===== config.mk =====
export PLATFORM = sky130hd
export DESIGN_NAME = button_debounce
export DESIGN_NICKNAME = d
export VERILOG_FILES = /design/src/rtl/io_pkg.sv /design/src/rtl/sync_bit.sv /design/src/rtl/button_debounce.sv
export SDC_FILE = /design/constraint.sdc
export NUM_CORES = 1
export LEC_CHECK = 0
export ABC_AREA = 1
export BUFFER_PORTS_ARGS = -buffer_cell sky130_fd_sc_hd__buf_2
export CAP_MARGIN = 20
export CORE_ASPECT_RATIO = 0.8
export CORE_MARGIN = 5
export CORE_UTILIZATION = 57
export DETAILED_ROUTE_END_ITERATION = 10
export PLACE_DENSITY_LB_ADDON = 0.1
export SYNTH_ARGS = -nofsm -noshare
export SYNTH_HDL_FRONTEND = slang
export SYNTH_SLANG_ARGS = --single-unit

===== constraint.sdc =====
create_clock -name clk_i -period 2.4 [get_ports clk_i]
set_input_delay 0.24 -clock clk_i [delete_from_list [all_inputs] [get_ports clk_i]]
set_output_delay 0.24 -clock clk_i [all_outputs]
set_load 0.03 [all_outputs]

===== src/rtl/io_pkg.sv =====
// rtl/io_pkg.sv - shared types and helpers for board pin conditioning blocks
package io_pkg;

    typedef enum logic [1:0] {
        IDLE,
        PRESS_WAIT,
        PRESSED,
        RELEASE_WAIT
    } btn_state_e;

    // Debounce windows need at least one cycle, so a zero product is clamped to 1.
    function automatic int unsigned ms_to_cycles(input int unsigned freq_hz, input int unsigned ms);
        int unsigned cycles;
        cycles = freq_hz / 1000 * ms;
        return (cycles == 0) ? 1 : cycles;
    endfunction

endpackage


===== src/rtl/sync_bit.sv =====
// rtl/sync_bit.sv - multi-flop synchroniser for one asynchronous input bit
module sync_bit #(
    parameter int unsigned SYNC_STAGES = 2,
    parameter logic        RESET_VAL   = 1'b0
) (
    input  logic clk_i,
    input  logic rst_ni,
    input  logic d_i,
    output logic q_o
);

    logic [SYNC_STAGES-1:0] sync_q;

    always_ff @(posedge clk_i) begin
        if (!rst_ni) begin
            sync_q <= {SYNC_STAGES{RESET_VAL}};
        end else begin
            sync_q <= {sync_q[SYNC_STAGES-2:0], d_i};
        end
    end

    assign q_o = sync_q[SYNC_STAGES-1];

endmodule


===== src/rtl/button_debounce.sv =====
// rtl/button_debounce.sv - push-button synchroniser, debouncer and press/release/long-press strobes
module button_debounce
    import io_pkg::*;
#(
    parameter int unsigned CLOCK_FREQ_HZ = 50_000_000,
    parameter int unsigned DEBOUNCE_MS   = 20,
    parameter int unsigned LONGPRESS_MS  = 1000,
    parameter bit          ACTIVE_LOW    = 1'b1,
    parameter int unsigned SYNC_STAGES   = 2
) (
    input  logic clk_i,
    input  logic rst_ni,
    input  logic btn_i,
    output logic level_o,
    output logic press_o,
    output logic release_o,
    output logic long_o
);

    localparam int unsigned DebCycles  = ms_to_cycles(CLOCK_FREQ_HZ, DEBOUNCE_MS);
    localparam int unsigned LongCycles = CLOCK_FREQ_HZ / 1000 * LONGPRESS_MS;
    localparam int unsigned MaxCycles  = (DebCycles > LongCycles) ? DebCycles : LongCycles;
    localparam int          CW         = $clog2(MaxCycles + 1);
    localparam bit          LongEn     = (LONGPRESS_MS != 0) && (LongCycles != 0);

    localparam logic [CW-1:0] DebLast  = CW'(DebCycles - 1);
    localparam logic [CW-1:0] LongLast = CW'(LongCycles - 1);
    localparam logic [CW-1:0] CntOne   = CW'(1);

    logic btn_s;
    logic act;

    // Reset loads the idle pin level so leaving reset never looks like a press.
    sync_bit #(
        .SYNC_STAGES(SYNC_STAGES),
        .RESET_VAL  (ACTIVE_LOW)
    ) u_sync (
        .clk_i (clk_i),
        .rst_ni(rst_ni),
        .d_i   (btn_i),
        .q_o   (btn_s)
    );

    assign act = btn_s ^ ACTIVE_LOW;

    btn_state_e    state_q, state_d;
    logic [CW-1:0] cnt_q, cnt_d;
    logic [CW-1:0] hold_q, hold_d;
    logic          fired_q, fired_d;
    logic          level_q, level_d;
    logic          press_q, press_d;
    logic          release_q, release_d;
    logic          long_q, long_d;

    always_ff @(posedge clk_i) begin
        if (!rst_ni) begin
            state_q   <= IDLE;
            cnt_q     <= '0;
            hold_q    <= '0;
            fired_q   <= 1'b0;
            level_q   <= 1'b0;
            press_q   <= 1'b0;
            release_q <= 1'b0;
            long_q    <= 1'b0;
        end else begin
            state_q   <= state_d;
            cnt_q     <= cnt_d;
            hold_q    <= hold_d;
            fired_q   <= fired_d;
            level_q   <= level_d;
            press_q   <= press_d;
            release_q <= release_d;
            long_q    <= long_d;
        end
    end

    always_comb begin
        state_d   = state_q;
        cnt_d     = cnt_q;
        hold_d    = hold_q;
        fired_d   = fired_q;
        // level stays high through the release strobe cycle and drops right after it
        level_d   = release_q ? 1'b0 : level_q;
        press_d   = 1'b0;
        release_d = 1'b0;
        long_d    = 1'b0;

        unique case (state_q)
            IDLE: begin
                if (act) begin
                    state_d = PRESS_WAIT;
                    cnt_d   = '0;
                end
            end
            PRESS_WAIT: begin
                if (!act) begin
                    state_d = IDLE;
                    cnt_d   = '0;
                end else if (cnt_q == DebLast) begin
                    state_d = PRESSED;
                    level_d = 1'b1;
                    press_d = 1'b1;
                    hold_d  = '0;
                end else begin
                    cnt_d = cnt_q + CntOne;
                end
            end
            PRESSED: begin
                if (!act) begin
                    state_d = RELEASE_WAIT;
                    cnt_d   = '0;
                end else if (LongEn && !fired_q && hold_q == LongLast) begin
                    long_d  = 1'b1;
                    fired_d = 1'b1;
                end else if (LongEn && !fired_q) begin
                    hold_d = hold_q + CntOne;
                end
            end
            RELEASE_WAIT: begin
                // A bounce back to active only pauses the hold timer.
                if (act) begin
                    state_d = PRESSED;
                    cnt_d   = '0;
                end else if (cnt_q == DebLast) begin
                    state_d   = IDLE;
                    release_d = 1'b1;
                    fired_d   = 1'b0;
                end else begin
                    cnt_d = cnt_q + CntOne;
                end
            end
            default: state_d = IDLE;
        endcase
    end

    assign level_o   = level_q;
    assign press_o   = press_q;
    assign release_o = release_q;
    assign long_o    = long_q;

endmodule

==> flow_summary.json <==
{
  "synthFlopType": "dfxtp_1",
  "grt_pass1_wl_um": 16180,
  "yosysSeqAreaShare_pct": 32.20,
  "dpl.cell_count": 685,
  "peakVddDrop_mv": 0.4493,
  "finalNonFillerCells": 701,
  "cp_max_fo": 25,
  "hold_viol_final": 0,
  "remaining_drc_errors": 0,
  "grt_pass1_vias": 3345,
  "drt-initial-drc-count": 415,
  "fin_skew_ns": 0.009821,
  "p_leak_nw": 1.461,
  "vias_per_cell": 5.318,
  "setup_viol": 0,
  "dp_hpwl_um": 6826,
  "p_comb_share_pct": 2.8,
  "cts_root_buf": "clkbuf_8",
  "design_area_sq_mm": 0.004131,
  "clock_latency_ns": 0.34,
  "cp.arrival_ns": 2.25,
  "reg2reg_slack_ns": 0.38,
  "status": "completed",
  "io_pins": 7,
  "nNetsFinal": 617,
  "sw_frac_of_total_pct": 20.77,
  "cts_setup_buffers": 0,
  "p_clk_share_pct": 50.6,
  "vias": 3728,
  "place_congestion": 1.002,
  "total_power_mw": 2.180,
  "antenna_cells": 0,
  "holdBufCountCts": 0,
  "synth_seq_cells": 61,
  "max_slew_margin_pct": 65.44,
  "synthDistinctLibCells": 37,
  "drive_above_1_share_pct": 15.24,
  "synth_top_cell_area_share_pct": 32.20,
  "worst_slew_pin_slew_ns": 0.5184,
  "firstDrtPassIters": 5,
  "fmax_mhz": 494.4,
  "die_w_um": 101.2,
  "grt_usage_pct": 23.54,
  "rows": 26,
  "die_h_um": 82.96,
  "yosysWarnings": 0,
  "p_switching_mw": 0.4529,
  "synthTopCellsByArea": "dfxtp_1, nand2_1, nor2_1",
  "synth_edf_count": 0,
  "power_frac_seq_pct": 46.6,
  "grt_max_degree": 33,
  "powerDensity_mw_per_mm2": 527.8,
  "clock-sinks": 61,
  "area_growth_pct": 8.941,
  "rsz0062_at_grt": "no",
  "antenna_found_initial": 0,
  "setup_tns_ns": 0,
  "io_buffer_count": 6,
  "grt.overflow.total": 0,
  "finalWirelength_um": 9329,
  "whs_ns": 0.08533,
  "critPathCaptureType": "flip-flop",
  "netlist_area_sq_mm": 0.003792,
  "cts_tree": "yes",
  "ant_nets": 0,
  "period_share_pct": 84.27,
  "clockBufferDepth": 2,
  "syn-num-nets": 606,
  "syn_inst": 601,
  "drv_cap": 0,
  "routedWlPerCell_um": 13.31,
  "fin_crit_ns": 2.023,
  "cts.htree.levels": 3,
  "core_sq_mm": 0.006441,
  "start_util_pct": 58.88,
  "die_area_sq_mm": 0.008395,
  "cts_resized": 0,
  "slew_violations": 0,
  "hp-class": "in -> reg",
  "placed_area_sq_mm": 0.003887,
  "syn_area_per_cell_sq_um": 6.310,
  "p_int_mw": 1.728,
  "numCtsBuffers": 9,
  "ys_async_sr_fraction_pct": 0,
  "crit_type": "reg -> reg",
  "synth_area_leader_cell": "dfxtp_1",
  "required_ns": 2.63,
  "startpoint_type": "flip-flop",
  "path_clk_slew_ns": 0.07
}
-- sequential cells by signal, summed over array words and instances, names as in the netlist, named ones only --
| name | flops |
|---|---|
| long_o | 1 |
| level_o | 1 |
| release_o | 1 |
| cnt_q | 26 |
| u_sync.sync_q | 2 |
| hold_q | 26 |
| state_q | 1 |
| fired_q | 1 |
| press_o | 1 |
-- cell families (layout without fill, tap and decap cells) --
group	after synthesis	after routing	share of synthesized area [%]
and+or+nand+nor	381	381	43.68
buffers and inverters	77	93	8.776
AOI/OAI and AO/OA	65	65	11.22
DFF	61	61	32.20
xor gates and xnor gates	15	15	3.464
adders and majority gates	2	2	0.6597
-- worst max-delay path: stages, from the launching register on --
cell and delay [ns]:
dfxtp_1 0.37, ha_1 0.21, nand2_1 0.07, nor2_2 0.09
nand2_2 0.09, nor2_4 0.11, nand3_4 0.14, a21oi_1 0.20
nand2_2 0.33, a21oi_1 0.24, nor2_1 0.06
-- through the flow --
step                      util (%)  worst slack [ns]
after detailed placement     60.35            0.3913
after CTS                    64.14            0.3748
after global routing         64.14            0.1283
after global placement       60.35            0.4475
final                        64.14            0.3775
after floorplan                  -            0.7239
-- power by group through the flow --
stage | logic [mW] | clock network (mW) | registers, mW
2_1_floorplan | 0.0421 | 0 | 1.04
4_1_cts | 0.0602 | 1.13 | 1.02
5_1_grt | 0.0669 | 1.16 | 1.02
6_report | 0.0611 | 1.10 | 1.02
3_5_place_dp | 0.0602 | 0 | 1.04
3_3_place_gp | 0.0598 | 0 | 1.04
-- synthesized netlist by cell type, types with 2 or more instances --
master	number
a21oi_1	20
a21oi_2	20
a31oi_1	4
buf_1	2
buf_12	2
buf_2	3
buf_4	2
clkbuf_1	4
dfxtp_1	61
ha_1	2
inv_1	54
inv_2	10
nand2_1	168
nand2_2	21
nand2_4	2
nand3_1	31
nand4_1	10
nor2_1	120
nor2_2	6
nor3_1	11
nor3b_1	4
nor4_1	2
o21a_1	3
o21ai_0	6
o21ai_1	7
or2_2	2
xnor2_1	7
xor2_1	8
-- per-layer routing --
metal / part of all wire [%] / global-route usage (%) / vias up / wire [um]
met5: 0 / 0 / - / 0
met4: 1.3 / 7.367 / 0 / 125
met3: 9.0 / 5.193 / 13 / 839
met2: 36 / 29.45 / 158 / 3393
met1: 53 / 38.38 / 1644 / 4970
li1: - / - / 1913 / -
-- placed cells by master, fill, tap and decap left out --
cell / synthesis / layout
nor2_2: 6 / 6
a31oi_1: 4 / 4
a21oi_2: 20 / 20
nor4_1: 2 / 2
o21ai_1: 7 / 7
or2_2: 2 / 2
nor2_4: 1 / 1
a31o_2: 1 / 1
clkbuf_8: 0 / 13
nand2_1: 168 / 168
o22ai_1: 1 / 1
nand2_4: 2 / 2
nor3b_1: 4 / 4
nand3_1: 31 / 31
o21bai_1: 1 / 1
nand2_2: 21 / 21
dfxtp_1: 61 / 61
xnor2_1: 7 / 7
clkinv_2: 0 / 1
nand3b_1: 1 / 1
o21ai_0: 6 / 6
buf_4: 2 / 7
nor2_1: 120 / 120
buf_2: 3 / 6
inv_1: 54 / 54
nor2_8: 1 / 1
nand3_4: 1 / 1
o211ai_1: 1 / 1
bufinv_16: 0 / 2
ha_1: 2 / 2
o31ai_1: 1 / 1
nor3_1: 11 / 11
xor2_1: 8 / 8
nand4_1: 10 / 10
o21a_1: 3 / 3
inv_2: 10 / 10
a21oi_1: 20 / 20
-- final timing paths --
check | from | end | cells after the start
setup / recovery | cnt_q[1] | hold_q[0] | 10
hold reg to reg | u_sync.sync_q[0] | u_sync.sync_q[1] | 1
setup reg to reg | cnt_q[1] | hold_q[0] | 10
hold / removal | btn_i | u_sync.sync_q[0] | 2
-- layout make-up --
type / instances / area, sq um
fill: 590 / 2310
clock inverter: 3 / 65.06
sequential: 61 / 1221
multi-input combinational: 463 / 2238
inverter: 64 / 240.2
timing repair buffer: 13 / 82.58
clock buffer: 13 / 178.9
tap: 84 / 105.1
Note: power is estimated with default switching activity, not from simulation.
